### config.mk
export PLATFORM = sky130hd
export DESIGN_NAME = intpol2_job_scheduler
export DESIGN_NICKNAME = d
export VERILOG_FILES = /design/src/rtl/intpol2_job_scheduler_pkg.sv /design/src/rtl/intpol2_cmd_fifo.sv /design/src/rtl/intpol2_job_scheduler.sv
export SDC_FILE = /design/constraint.sdc
export NUM_CORES = 1
export LEC_CHECK = 0
export ABC_CLOCK_PERIOD_IN_PS = 32100
export CAP_MARGIN = 15
export CORE_AREA = 2 2 231 233
export CTS_CLUSTER_DIAMETER = 50
export DETAILED_ROUTE_END_ITERATION = 16
export DIE_AREA = 0 0 233 235
export HOLD_SLACK_MARGIN = 0.02
export PLACE_DENSITY = 0.79
export SLEW_MARGIN = 20
export SYNTH_ARGS = -nofsm -noshare
export SYNTH_HDL_FRONTEND = slang
export SYNTH_SLANG_ARGS = --single-unit
### constraint.sdc
create_clock -name clk -period 32.1 [get_ports clk]
set_input_delay 8.025 -clock clk [delete_from_list [all_inputs] [get_ports clk]]
set_output_delay 8.025 -clock clk [all_outputs]
set_load 0.01 [all_outputs]
### src/rtl/intpol2_job_scheduler_pkg.sv
// Shared definitions for the intpol2 job scheduler: FSM state codes, job outcome codes
// and core status bit positions.
// No ports; imported by intpol2_cmd_fifo users and intpol2_job_scheduler.
package intpol2_job_scheduler_pkg;

   // Scheduler FSM states, kept as plain constants for legacy tool compatibility
   localparam logic [2:0] S_IDLE   = 3'd0;
   localparam logic [2:0] S_LOAD   = 3'd1;
   localparam logic [2:0] S_START  = 3'd2;
   localparam logic [2:0] S_ACK    = 3'd3;
   localparam logic [2:0] S_RUN    = 3'd4;
   localparam logic [2:0] S_REPORT = 3'd5;
   localparam logic [2:0] S_FLUSH  = 3'd6;

   typedef logic [1:0] job_status_t;

   localparam job_status_t JOB_OK      = 2'b00;
   localparam job_status_t JOB_TIMEOUT = 2'b01;
   localparam job_status_t JOB_ABORT   = 2'b10;

   // Bit positions inside the core status_reg
   localparam int ST_DONE  = 0;
   localparam int ST_BUSY  = 1;
   localparam int ST_EMPTY = 2;
   localparam int ST_AFULL = 3;

endpackage

### src/rtl/intpol2_cmd_fifo.sv
// Synchronous job queue holding full 4-word config commands; read data is the head entry.
// Ports: clk/rst, clear_i (empties queue, wins over push/pop), push_i/wdata_i, pop_i,
//        rdata_o (head), level_o (entries held). Push is ignored when full, pop when empty.
module intpol2_cmd_fifo #(
   parameter int WIDTH = 128,
   parameter int DEPTH = 4,
   parameter int AW    = 2
) (
   input  logic             clk,
   input  logic             rst,
   input  logic             clear_i,
   input  logic             push_i,
   input  logic [WIDTH-1:0] wdata_i,
   input  logic             pop_i,
   output logic [WIDTH-1:0] rdata_o,
   output logic [AW:0]      level_o
);

   logic [WIDTH-1:0] mem_q [DEPTH];
   logic [AW-1:0]    wptr_q;
   logic [AW-1:0]    rptr_q;
   logic [AW:0]      level_q;
   logic             do_push;
   logic             do_pop;

   assign do_push = push_i && (level_q != (AW+1)'(DEPTH));
   assign do_pop  = pop_i && (level_q != '0);
   assign rdata_o = mem_q[rptr_q];
   assign level_o = level_q;

   // Pointers wrap naturally because DEPTH is a power of two
   always_ff @(posedge clk or posedge rst) begin
      if (rst) begin
         wptr_q  <= '0;
         rptr_q  <= '0;
         level_q <= '0;
         for (int i = 0; i < DEPTH; i++) begin
            mem_q[i] <= '0;
         end
      end else if (clear_i) begin
         wptr_q  <= '0;
         rptr_q  <= '0;
         level_q <= '0;
      end else begin
         if (do_push) begin
            mem_q[wptr_q] <= wdata_i;
            wptr_q        <= wptr_q + AW'(1);
         end
         if (do_pop) begin
            rptr_q <= rptr_q + AW'(1);
         end
         level_q <= level_q + (AW+1)'(do_push) - (AW+1)'(do_pop);
      end
   end

endmodule

### src/rtl/intpol2_job_scheduler.sv
// Job sequencer for one intpol2_D4_CORE: queues config jobs, programs config_reg, pulses start,
// watches done/busy/stall with a watchdog and reports OK/TIMEOUT/ABORT per job id.
// Ports: host cmd_valid/cmd_ready/cmd_cfg, abort, timeout_limit; core core_status in,
//        config_reg/start/core_rst out; job_done_valid/job_status/job_id/sched_busy/queue_level.
module intpol2_job_scheduler
   import intpol2_job_scheduler_pkg::*;
#(
   parameter int CONFIG_WIDTH  = 32,
   parameter int QUEUE_DEPTH   = 4,
   parameter int QUEUE_AW      = 2,
   parameter int TIMEOUT_WIDTH = 24,
   parameter int FLUSH_CYCLES  = 4
) (
   input  logic                      clk,
   input  logic                      rst,
   input  logic                      cmd_valid,
   output logic                      cmd_ready,
   input  logic [4*CONFIG_WIDTH-1:0] cmd_cfg,
   input  logic                      abort,
   input  logic [TIMEOUT_WIDTH-1:0]  timeout_limit,
   input  logic [7:0]                core_status,
   output logic [4*CONFIG_WIDTH-1:0] config_reg,
   output logic                      start,
   output logic                      core_rst,
   output logic                      job_done_valid,
   output logic [1:0]                job_status,
   output logic [7:0]                job_id,
   output logic                      sched_busy,
   output logic [QUEUE_AW:0]         queue_level
);

   localparam int CW = 4*CONFIG_WIDTH;
   localparam int FW = $clog2(FLUSH_CYCLES+1);

   logic [2:0]               state_q, state_d;
   logic [CW-1:0]            cfg_q, cfg_d;
   logic [7:0]               id_q, id_d;
   job_status_t              status_q, status_d;
   job_status_t              fail_q, fail_d;
   logic [TIMEOUT_WIDTH-1:0] wd_q, wd_d;
   logic [FW-1:0]            fl_q, fl_d;
   logic                     done_prev_q;

   logic [CW-1:0]            head;
   logic                     push;
   logic                     pop;
   logic                     done_rise;
   logic                     stalled;
   logic                     wd_expired;
   logic                     unused_status;

   assign unused_status = ^core_status[7:4];

   assign cmd_ready = (queue_level != (QUEUE_AW+1)'(QUEUE_DEPTH));
   assign push      = cmd_valid && cmd_ready;

   // abort empties the queue and discards a same-cycle push
   intpol2_cmd_fifo #(
      .WIDTH (CW),
      .DEPTH (QUEUE_DEPTH),
      .AW    (QUEUE_AW)
   ) u_cmd_fifo (
      .clk     (clk),
      .rst     (rst),
      .clear_i (abort),
      .push_i  (push),
      .wdata_i (cmd_cfg),
      .pop_i   (pop),
      .rdata_o (head),
      .level_o (queue_level)
   );

   assign done_rise  = core_status[ST_DONE] && !done_prev_q;
   // FIFO stalls inside the core are legal waits, not lack of progress
   assign stalled    = core_status[ST_EMPTY] || core_status[ST_AFULL];
   assign wd_expired = (timeout_limit != '0) && (wd_q == timeout_limit);

   always_comb begin
      state_d  = state_q;
      cfg_d    = cfg_q;
      id_d     = id_q;
      status_d = status_q;
      fail_d   = fail_q;
      wd_d     = wd_q;
      fl_d     = fl_q;
      pop      = 1'b0;
      case (state_q)
         S_IDLE: begin
            if ((queue_level != '0) && !abort) begin
               state_d = S_LOAD;
            end
         end
         S_LOAD: begin
            // The job is loaded and numbered even if aborted here, so the
            // ABORT report carries the id of the job that was killed.
            pop   = 1'b1;
            cfg_d = head;
            id_d  = id_q + 8'd1;
            wd_d  = '0;
            if (abort) begin
               state_d = S_FLUSH;
               fail_d  = JOB_ABORT;
               fl_d    = '0;
            end else begin
               state_d = S_START;
            end
         end
         S_START: begin
            if (abort) begin
               state_d = S_FLUSH;
               fail_d  = JOB_ABORT;
               fl_d    = '0;
            end else begin
               state_d = S_ACK;
            end
         end
         S_ACK, S_RUN: begin
            if (!stalled) begin
               wd_d = wd_q + TIMEOUT_WIDTH'(1);
            end
            // Priority: abort over done, done over watchdog expiry
            if (abort) begin
               state_d = S_FLUSH;
               fail_d  = JOB_ABORT;
               fl_d    = '0;
            end else if (done_rise) begin
               state_d  = S_REPORT;
               status_d = JOB_OK;
            end else if (wd_expired) begin
               state_d = S_FLUSH;
               fail_d  = JOB_TIMEOUT;
               fl_d    = '0;
            end else if ((state_q == S_ACK) && core_status[ST_BUSY]) begin
               state_d = S_RUN;
            end
         end
         S_REPORT: begin
            state_d = S_IDLE;
         end
         S_FLUSH: begin
            fl_d = fl_q + FW'(1);
            if (fl_q == FW'(FLUSH_CYCLES-1)) begin
               state_d  = S_REPORT;
               status_d = fail_q;
            end
         end
         default: begin
            state_d = S_IDLE;
         end
      endcase
   end

   always_ff @(posedge clk or posedge rst) begin
      if (rst) begin
         state_q     <= S_IDLE;
         cfg_q       <= '0;
         id_q        <= '0;
         status_q    <= JOB_OK;
         fail_q      <= JOB_OK;
         wd_q        <= '0;
         fl_q        <= '0;
         done_prev_q <= 1'b0;
      end else begin
         state_q     <= state_d;
         cfg_q       <= cfg_d;
         id_q        <= id_d;
         status_q    <= status_d;
         fail_q      <= fail_d;
         wd_q        <= wd_d;
         fl_q        <= fl_d;
         done_prev_q <= core_status[ST_DONE];
      end
   end

   assign config_reg     = cfg_q;
   assign start          = (state_q == S_START) && !abort;
   assign core_rst       = (state_q == S_FLUSH);
   assign job_done_valid = (state_q == S_REPORT);
   assign job_status     = status_q;
   assign job_id         = id_q;
   assign sched_busy     = (state_q != S_IDLE);

endmodule

==> flow_metrics.env, run 1 <==
export IMPL_ir_drop_uv=58.23
export IMPL_path_class="in2out"
export IMPL_ant_nets=0
export IMPL_clock_skew_ns=0.01223
export IMPL_r2r_slack_ns=28.31
export IMPL_seq_area_frac_synth_pct=58.64
export IMPL_outcome="completed"
export IMPL_via_per_inst=5.842
export IMPL_largest_reg_flops=512
export IMPL_grt_setup_unrepaired="no"
export IMPL_drt_pass1_iter_count=6
export IMPL_routed_top_layer="met5"
export IMPL_hp_start="job_status[1]$_DFFE_PP0P_"
export IMPL_cts_made_buffers=76
export IMPL_wl_met1_mm=26.51
export IMPL_cp_arrival_ns=9.95
export IMPL_ys_warn_count=0
export IMPL_start_kind="input pin"
export IMPL_synthCells=1838
export IMPL_ctsHtreeMaxLevel=3
export IMPL_grtUsageTotal_pct=24.15
export IMPL_hold_slack_ns=0.4798
export IMPL_clkTransAtPathRegs_ns=0.06
export IMPL_min_period_ns=17.98
export IMPL_synth_cell_types=45
export IMPL_antenna_found_initial=10
export IMPL_drt_total_wl_mm=64.03
export IMPL_whs_endpoint="job_status[1]$_DFFE_PP0P_"
export IMPL_numPortBuffers=305
export IMPL_cts_hold_buf=0
export IMPL_die_w_um=233
export IMPL_ioPinCount=310
export IMPL_finalHoldViolations=0
export IMPL_min_period_over_period_pct=56.00
export IMPL_routedWlPerCell_um=22.27
export IMPL_hold_path_class="reg2reg"
export IMPL_syn_area_per_cell_um2=16.02
export IMPL_met3_length_mm=4.180
export IMPL_crit_reg2reg_launch="u_cmd_fifo.level_o[1]$_DFF_PP0_"
export IMPL_ys_ff_latch=690
export IMPL_drc=0
export IMPL_grt_pass1_vias=18640
export IMPL_cts_setup_buffers=0
export IMPL_p_leak_nw=15.37
export IMPL_rows=84
export IMPL_worst_pin_slew_ns=1.010
export IMPL_clk_root_buffer_cell="clkbuf_16"
export IMPL_fillCellCount=3533
export IMPL_drive_above_1_share_pct=41.90
export IMPL_synth_edf_count=0
export IMPL_die_y_um=235
export IMPL_clk_latency_ns=0.59
export IMPL_dr_wl_met2_mm=31.76
export IMPL_relSlewSlack_pct=32.64
export IMPL_setup_violations_final=0
export IMPL_cts_tree="done"
export IMPL_synth_flop_cell="dfrtp_1"
export IMPL_synthesis_nets=2013
export IMPL_die_area_um2=54760
export IMPL_syn2layout_area_growth_pct=20.56
export IMPL_r2r_cells=8
export IMPL_synth_top_cell_by_area="dfrtp_1"
export IMPL_dr_total_vias=16800
export IMPL_synth_top_cells_by_area="dfrtp_1, mux2_2, mux4_2, clkbuf_1, xor2_1"
export IMPL_netlist_area_um2=29450
export IMPL_rr_endpoint="u_cmd_fifo.mem_q[310]$_DFFE_PP0P_"
export IMPL_holdPathStages=2
export IMPL_p_per_area_nw_per_um2=93.65
export IMPL_final_nets=2307
export IMPL_synth_top_area_share_pct=58.64
export IMPL_cap_viol_max_count=0
export IMPL_required_ns=24.07
export IMPL_grt_pass1_wl_mm=103.3
export IMPL_place_gp_congestion=0.8459
export IMPL_grt_max_degree=191
export IMPL_report_final_slew_viol_count=0
export IMPL_fin_tns_setup_ns=0
export IMPL_post_cts_resized=0
export IMPL_start_util_pct=56.37
export IMPL_clock_sinks=690
export IMPL_critPathCaptureType="primary output"
export IMPL_dpl_hpwl_mm=39.13
export IMPL_clock_path_buffers=3
export IMPL_coreArea_um2=52240
export IMPL_drt_iter0_markers=1128
export IMPL_overflow=0
export IMPL_crit_fanout=18
export IMPL_fmax_mhz=55.63
export IMPL_async_reset_ff_share_pct=100.0
-- layer usage --
metal  vias up  global-route usage [%]
met5         -                       0
met4         6                   8.357
met3       105                   5.971
met2       405                   39.44
met1      8915                   31.74
li1       7364                       -
-- cells in the final DEF (no fill, tap or decap), types with 3 or more instances in the layout --
cell,netlist,routed
dfrtp_1,690,688
mux2_2,642,642
clkdlybuf4s50_1,0,305
mux4_2,128,128
clkbuf_16,0,79
nor2_1,43,42
nand2_1,36,32
xor2_1,30,30
xnor2_1,22,22
clkbuf_1,90,18
buf_4,0,18
o21ai_0,16,16
inv_1,14,13
nand3_1,13,13
clkinv_2,0,13
nor3_1,10,10
nor4_1,10,10
a21oi_1,10,10
ha_1,10,10
nand4_1,9,9
diode_2,0,8
or3_1,7,7
inv_6,0,5
nand2_4,0,4
nor2b_1,4,4
clkbuf_8,0,4
nand2b_1,3,3
a22oi_1,3,3
-- synthesized netlist by cell type (2+ instances only) --
master    number
dfrtp_1      690
mux2_2       642
mux4_2       128
clkbuf_1      90
nor2_1        43
nand2_1       36
xor2_1        30
xnor2_1       22
buf_1         19
o21ai_0       16
inv_1         14
nand3_1       13
a21oi_1       10
ha_1          10
nor3_1        10
nor4_1        10
nand4_1        9
or3_1          7
nor2b_1        4
a22oi_1        3
nand2b_1       3
a211oi_1       2
a22o_1         2
and3_1         2
and4_1         2
o31ai_1        2
-- final cells by class --
type                    count  area, um2  share of cell area, %
flip-flops and latches    690      17270                  48.66
multi-input cells        1024      11740                  33.08
inverters                  14      60.06                 0.1692
repair buffers            326       3239                  9.125
well taps                 688      860.8                  2.425
clock buffers             101       2100                  5.914
clock inverters            24      201.4                 0.5675
diodes                      8      20.02                0.05639
-- through the flow --
stage / power [mW] / util [%] / cells / cell area, um2 / worst slack (ns)
after floorplan: 2.132 / - / 1838 / 29450 / 4.728
after global placement: 2.462 / 63.51 / 2742 / 33170 / 14.18
after detailed placement: 2.532 / 63.51 / 2742 / 33170 / 14.14
after CTS: 3.358 / 67.91 / 2867 / 35480 / 14.13
after global routing: 3.511 / 67.95 / 2873 / 35490 / 13.94
final: 3.325 / 67.96 / 2875 / 35500 / 14.12
-- cells by family (layout without fill, tap and decap cells) --
family | Yosys count | in the layout | synth area share (%)
adder cells (fa/ha/maj) | 11 | 11 | 0.4929
buffers and inverters | 124 | 465 | 1.606
XOR/XNOR | 52 | 52 | 1.547
other | 0 | 8 | 0
multiplexers | 770 | 770 | 34.34
AND/OR/NAND/NOR | 147 | 147 | 2.435
AO/OA/AOI/OAI | 44 | 44 | 0.9391
flip-flops | 690 | 690 | 58.64
-- where the power goes --
part | leakage, nW | total [mW] | internal, mW | switching [mW]
clock network | 1.13 | 0.813 | 0.475 | 0.338
registers | 8.63 | 1.46 | 1.26 | 0.203
logic | 5.61 | 1.05 | 0.671 | 0.381
-- how the worst max path moves through the flow --
stage	start	endpoint	slack (ns)
final	abort	start	14.12
after global routing	abort	start	13.94
after CTS	abort	start	14.13
after detailed placement	abort	start	14.14
after global placement	abort	start	14.18
after floorplan	rst	config_reg[0]$_DFFE_PP0P_	4.73
-- worst max-delay path: stages --
cell and delay (ns):
clkdlybuf4s50_1 0.75, inv_1 0.26, nand2_1 0.09, nor3_1 0.18, clkdlybuf4s50_1 0.63
(Power assumes the default switching activity.)
==> inputs of run 2 (changes only) <==
ABC_CLOCK_PERIOD_IN_PS = 14700   (was 32100)
CORE_AREA = 2 2 244 246   (was 2 2 231 233)
DIE_AREA = 0 0 246 248   (was 0 0 233 235)
PLACE_DENSITY = 0.75   (was 0.79)
clock period = 14.7 ns   (was 32.1 ns; I/O delays follow)
==> run 2 against run 1 <==
Power grew 130%. Clock skew up 0.012 ns. Clock power grew to 2.7 times the previous value. Sequential power up 120%. Count of clock-buffer cells in the layout up 6. Sequential share of layout area shrank 1.1 points.
==> flow_metrics.env, run 2 (synthesis results as in run 1) <==
export IMPL_ant_nets=0
export IMPL_cts_hold_buf=0
export IMPL_die_area_um2=61010
export IMPL_hold_path_class="reg2reg"
export IMPL_mostFrequentLayoutCell="dfrtp_1"
export IMPL_power_share_clock_pct=28.7
export IMPL_worst_pin_slew_ns=1.071
export IMPL_cts_setup_buffers=0
export IMPL_p_per_area_nw_per_um2=211.9
export IMPL_largest_reg_flops=512
export IMPL_path_class="in2out"
export IMPL_grt_max_degree=185
export IMPL_crit_chain="clkdlybuf4s50_1 > inv_1 > nand2_1 > nor3_1 > clkdlybuf4s50_1"
export IMPL_ioPinCount=310
export IMPL_dpl_hpwl_mm=39.56
export IMPL_fmax_mhz=108.4
export IMPL_rows=89
export IMPL_hold_slack_ns=0.4735
export IMPL_clkTransAtPathRegs_ns=0.05
export IMPL_drt_total_wl_mm=65.47
export IMPL_pwr_share_comb_pct=29.8
export IMPL_relSlewSlack_pct=28.60
export IMPL_dp_cells=2827
export IMPL_sequentialPowerShare_pct=41.4
export IMPL_critPathMostFrequentCell="clkdlybuf4s50_1"
export IMPL_overflow=0
export IMPL_final_nets=2314
export IMPL_coreArea_um2=58460
export IMPL_cts_tree="done"
export IMPL_clock_path_buffers=3
export IMPL_die_y_um=248
export IMPL_r2r_cells=7
export IMPL_whs_endpoint="job_id[7]$_DFFE_PP0P_"
export IMPL_multi_input_area_um2=11740
export IMPL_start_kind="input pin"
export IMPL_preCtsSetupSlack_ns=5.503
export IMPL_p_sw_share_pct=27.31
export IMPL_min_period_over_period_pct=62.74
export IMPL_p_sw_mw=2.104
export IMPL_report_final_slew_viol_count=0
export IMPL_min_period_ns=9.223
export IMPL_grt_setup_unrepaired="no"
export IMPL_syn2layout_area_growth_pct=23.46
export IMPL_ctsHtreeMaxLevel=3
export IMPL_setup_ws_ns=5.477
export IMPL_routedWlPerCell_um=21.93
export IMPL_crit_reg2reg_launch="state_q[0]$_DFFE_PP0P_"
export IMPL_rr_endpoint="job_id[6]$_DFFE_PP0P_"
export IMPL_slowest_stage="clkdlybuf4s50_1"
export IMPL_antenna_found_initial=12
export IMPL_post_cts_resized=0
export IMPL_start_util_pct=50.37
export IMPL_grt_pass1_wl_mm=104.0
export IMPL_clock_skew_ns=0.02444
export IMPL_clock_sinks=690
export IMPL_cts_made_buffers=82
export IMPL_holdPathStages=1
export IMPL_layout_common_cells="dfrtp_1, mux2_2, clkdlybuf4s50_1"
export IMPL_stdcell_count=2985
export IMPL_critPathCaptureType="primary output"
export IMPL_r2r_slack_ns=11.24
export IMPL_grt_pass1_vias=18470
export IMPL_required_ns=11.02
export IMPL_cp_arrival_ns=5.55
export IMPL_crit_fanout=18
export IMPL_drt_iter0_markers=771
export IMPL_outcome="completed"
export IMPL_via_per_inst=5.630
export IMPL_grtUsageTotal_pct=21.88
export IMPL_drive_above_1_share_pct=43.16
export IMPL_finalHoldViolations=0
export IMPL_p_leak_nw=15.72
export IMPL_ir_drop_uv=153.3
export IMPL_place_gp_congestion=0.8797
export IMPL_numPortBuffers=305
export IMPL_cpPeakStageDelay_ns=0.73
export IMPL_internal_power_mw=5.601
export IMPL_hp_start="job_id[7]$_DFFE_PP0P_"
export IMPL_clk_latency_ns=0.62
export IMPL_setup_violations_final=0
export IMPL_die_w_um=246
export IMPL_fin_tns_setup_ns=0
export IMPL_power_mw=7.705
export IMPL_drt_pass1_iter_count=5
export IMPL_clk_root_buffer_cell="clkbuf_16"
export IMPL_regArea_um2=17270
export IMPL_cap_viol_max_count=0
export IMPL_dr_total_vias=16810
export IMPL_drc=0
export IMPL_fillCellCount=4235
-- run 2: cell count changes in the layout (fill, tap and decap cells not counted), sizes merged --
cell	before	now
bufinv	2	14
clkbuf	101	107
inv	19	25
clkinvlp	2	7
clkinv	15	12
diode	8	6
buf	21	22
-- run 2: power groups by stage --
stage               Sequential, mW  Clock [mW]  Combinational (mW)
finish                        3.19        2.21                2.30
global route                  3.30        2.34                2.48
CTS                           3.19        2.26                2.34
detailed placement            3.21           0                2.32
global placement              3.14           0                2.25
floorplan                     3.16           0                1.49
-- run 2: critical path, delay by kind of cell --
kind                   cells  cell delay (ns)
buffers and inverters      3             1.57
and+or+nand+nor            2             0.29
-- run 2: through the flow --
step	util, %	instance area [um2]
2_1_floorplan	-	29450
3_3_place_gp	56.94	33290
3_5_place_dp	56.94	33290
4_1_cts	62.12	36320
5_1_grt	62.18	36350
6_report	62.18	36350
-- run 2: worst max path at each step --
stage / start / slack, ns / cells past startpoint / endpoint
2_1_floorplan: rst / 1.58 / 1 / config_reg[0]$_DFFE_PP0P_
3_3_place_gp: abort / 5.51 / 5 / start
3_5_place_dp: abort / 5.50 / 5 / start
4_1_cts: abort / 5.50 / 5 / start
5_1_grt: abort / 5.37 / 5 / start
6_report: abort / 5.48 / 5 / start
-- run 2: layer usage --
layer / wire length, um / vias to the layer above / track usage, %
met3: 3666 / 132 / 5.872
met2: 33490 / 329 / 37.44
met1: 26420 / 8947 / 27.05
li1: - / 7385 / -
met5: 84 / - / 0
met4: 1817 / 12 / 7.112
-- run 2: layout make-up --
class	instances	area share, %
multi-input cells	1024	32.31
well taps	773	2.661
inverters	14	0.1549
diodes	6	0.04130
clock buffers	107	6.488
flip-flops and latches	690	47.52
repair buffers	327	8.990
clock inverters	44	1.841
==> inputs of run 3 (changes only) <==
ABC_CLOCK_PERIOD_IN_PS = 8250   (was 14700)
clock period = 8.25 ns   (was 14.7 ns; I/O delays follow)
==> run 3 against run 2 <==
Die area is the same. Global-route usage down 0.24 points. Non-clock buffer count shrank 3. Setup slack lost 3.3 ns. Critical path depth is the same. Count of clock-buffer cells in the layout is 1 higher. Register-to-register slack worse by 6.2 ns. Final area shrank 0.67%. Wire length is 1.9% lower. Combinational power up 76%. First-iteration DRC count is 19% lower. Critical endpoint unchanged.
==> flow_metrics.env, run 3 (synthesis results as in run 1) <==
export IMPL_post_cts_resized=0
export IMPL_die_w_um=246
export IMPL_largest_reg_flops=512
export IMPL_p_sw_share_pct=27.68
export IMPL_numPortBuffers=305
export IMPL_crit_fanout=18
export IMPL_hp_start="fl_q[2]$_DFFE_PP0P_"
export IMPL_finalHoldViolations=0
export IMPL_clock_skew_ns=0.02363
export IMPL_drt_total_wl_mm=64.23
export IMPL_p_leak_nw=15.60
export IMPL_critPathCaptureType="primary output"
export IMPL_cts_made_buffers=80
export IMPL_power_share_clock_pct=27.2
export IMPL_start_kind="input pin"
export IMPL_cap_viol_max_count=0
export IMPL_min_period_over_period_pct=73.48
export IMPL_die_y_um=248
export IMPL_via_per_inst=5.598
export IMPL_cts_tree="done"
export IMPL_start_util_pct=50.37
export IMPL_die_area_um2=61010
export IMPL_post_route_util_pct=61.77
export IMPL_stdcell_count=2977
export IMPL_grt_pass1_wl_mm=102.5
export IMPL_cts_hold_buf=0
export IMPL_fmax_mhz=165.0
export IMPL_fin_area_um2=36110
export IMPL_ant_nets=0
export IMPL_power_mw=13.40
export IMPL_drive_above_1_share_pct=42.77
export IMPL_crit_reg2reg_launch="state_q[0]$_DFFE_PP0P_"
export IMPL_p_sw_mw=3.709
export IMPL_overflow=0
export IMPL_sequentialPowerShare_pct=42.6
export IMPL_critPathLaunch="abort"
export IMPL_drc=0
export IMPL_dp_cells=2825
export IMPL_grt_pass1_vias=18200
export IMPL_pwr_share_comb_pct=30.2
export IMPL_routedWlPerCell_um=21.58
export IMPL_dr_total_vias=16660
export IMPL_cts_setup_buffers=0
export IMPL_r2r_slack_ns=5.04
export IMPL_drt_iter0_markers=627
export IMPL_required_ns=6.19
export IMPL_internal_power_mw=9.692
export IMPL_place_area_um2=33300
export IMPL_clock_sinks=690
export IMPL_hold_path_class="reg2reg"
export IMPL_path_class="in2out"
export IMPL_setup_violations_final=0
export IMPL_grt_setup_unrepaired="no"
export IMPL_clk_latency_ns=0.62
export IMPL_rows=89
export IMPL_ctsHtreeMaxLevel=3
export IMPL_final_nets=2309
export IMPL_worst_pin_slew_ns=1.120
export IMPL_grtUsageTotal_pct=21.65
export IMPL_drt_pass1_iter_count=5
export IMPL_cp_arrival_ns=4.00
export IMPL_grt_max_degree=174
export IMPL_layout_common_cells="dfrtp_1, mux2_2, clkdlybuf4s50_1"
export IMPL_mostFrequentLayoutCell="dfrtp_1"
export IMPL_clk_root_buffer_cell="clkbuf_16"
export IMPL_place_gp_congestion=0.8741
export IMPL_clkTransAtPathRegs_ns=0.06
export IMPL_syn2layout_area_growth_pct=22.63
export IMPL_dpl_hpwl_mm=39.22
export IMPL_ir_drop_uv=212.8
export IMPL_antenna_found_initial=9
export IMPL_outcome="completed"
export IMPL_min_period_ns=6.062
export IMPL_ioPinCount=310
export IMPL_coreArea_um2=58460
export IMPL_report_final_slew_viol_count=0
export IMPL_p_per_area_nw_per_um2=371.1
export IMPL_relSlewSlack_pct=25.35
export IMPL_fin_tns_setup_ns=0
export IMPL_clock_path_buffers=3
==> run 3: power by group through the flow <==
stage	Clock, mW	Combinational [mW]	Sequential (mW)
2_1_floorplan	0	2.66	5.64
3_3_place_gp	0	3.97	5.64
3_5_place_dp	0	4.10	5.76
4_1_cts	3.73	4.12	5.71
5_1_grt	3.89	4.37	5.90
6_report	3.65	4.05	5.71
==> run 3: final cells by class <==
type | instances | area, um2
Clock buffer | 108 | 2277
Inverter | 14 | 56.30
Timing Repair Buffer | 324 | 3258
Clock inverter | 40 | 523.0
Tap cell | 773 | 967.2
Multi-Input combinational cell | 1024 | 11740
Sequential cell | 690 | 17270
Fill cell | 4341 | 22350
Antenna cell | 4 | 10.01
==> run 3: worst paths after layout <==
kind / endpoint / depth (start not counted)
setup / recovery: start / 5
hold / removal: fl_q[2]$_DFFE_PP0P_ / 1
setup reg to reg: job_id[6]$_DFFE_PP0P_ / 7
hold reg to reg: fl_q[2]$_DFFE_PP0P_ / 1
max in group asynchronous: u_cmd_fifo.mem_q[489]$_DFFE_PP0P_ / 4
min in group asynchronous: wd_q[20]$_DFFE_PP0P_ / 2
==> run 3: layer usage <==
metal / GRT usage [%] / vias up / wire length, um
met3: 5.277 / 111 / 3305
met5: 0 / - / 66
met2: 36.43 / 328 / 32290
met4: 7.629 / 10 / 1829
met1: 27.42 / 8837 / 26740
li1: - / 7378 / -
==> run 3: metrics by stage <==
step,hold slack [ns],setup slack [ns]
2_1_floorplan,0.4561,-3.255
3_3_place_gp,0.4718,2.258
3_5_place_dp,0.4782,2.193
4_1_cts,0.4950,2.191
5_1_grt,0.5077,2.052
6_report,0.4936,2.188
==> run 3: critical path, stage by stage <==
cell and delay, ns:
clkdlybuf4s50_1 0.77, inv_1 0.28, nand2_1 0.10, nor3_1 0.20, clkdlybuf4s50_1 0.58
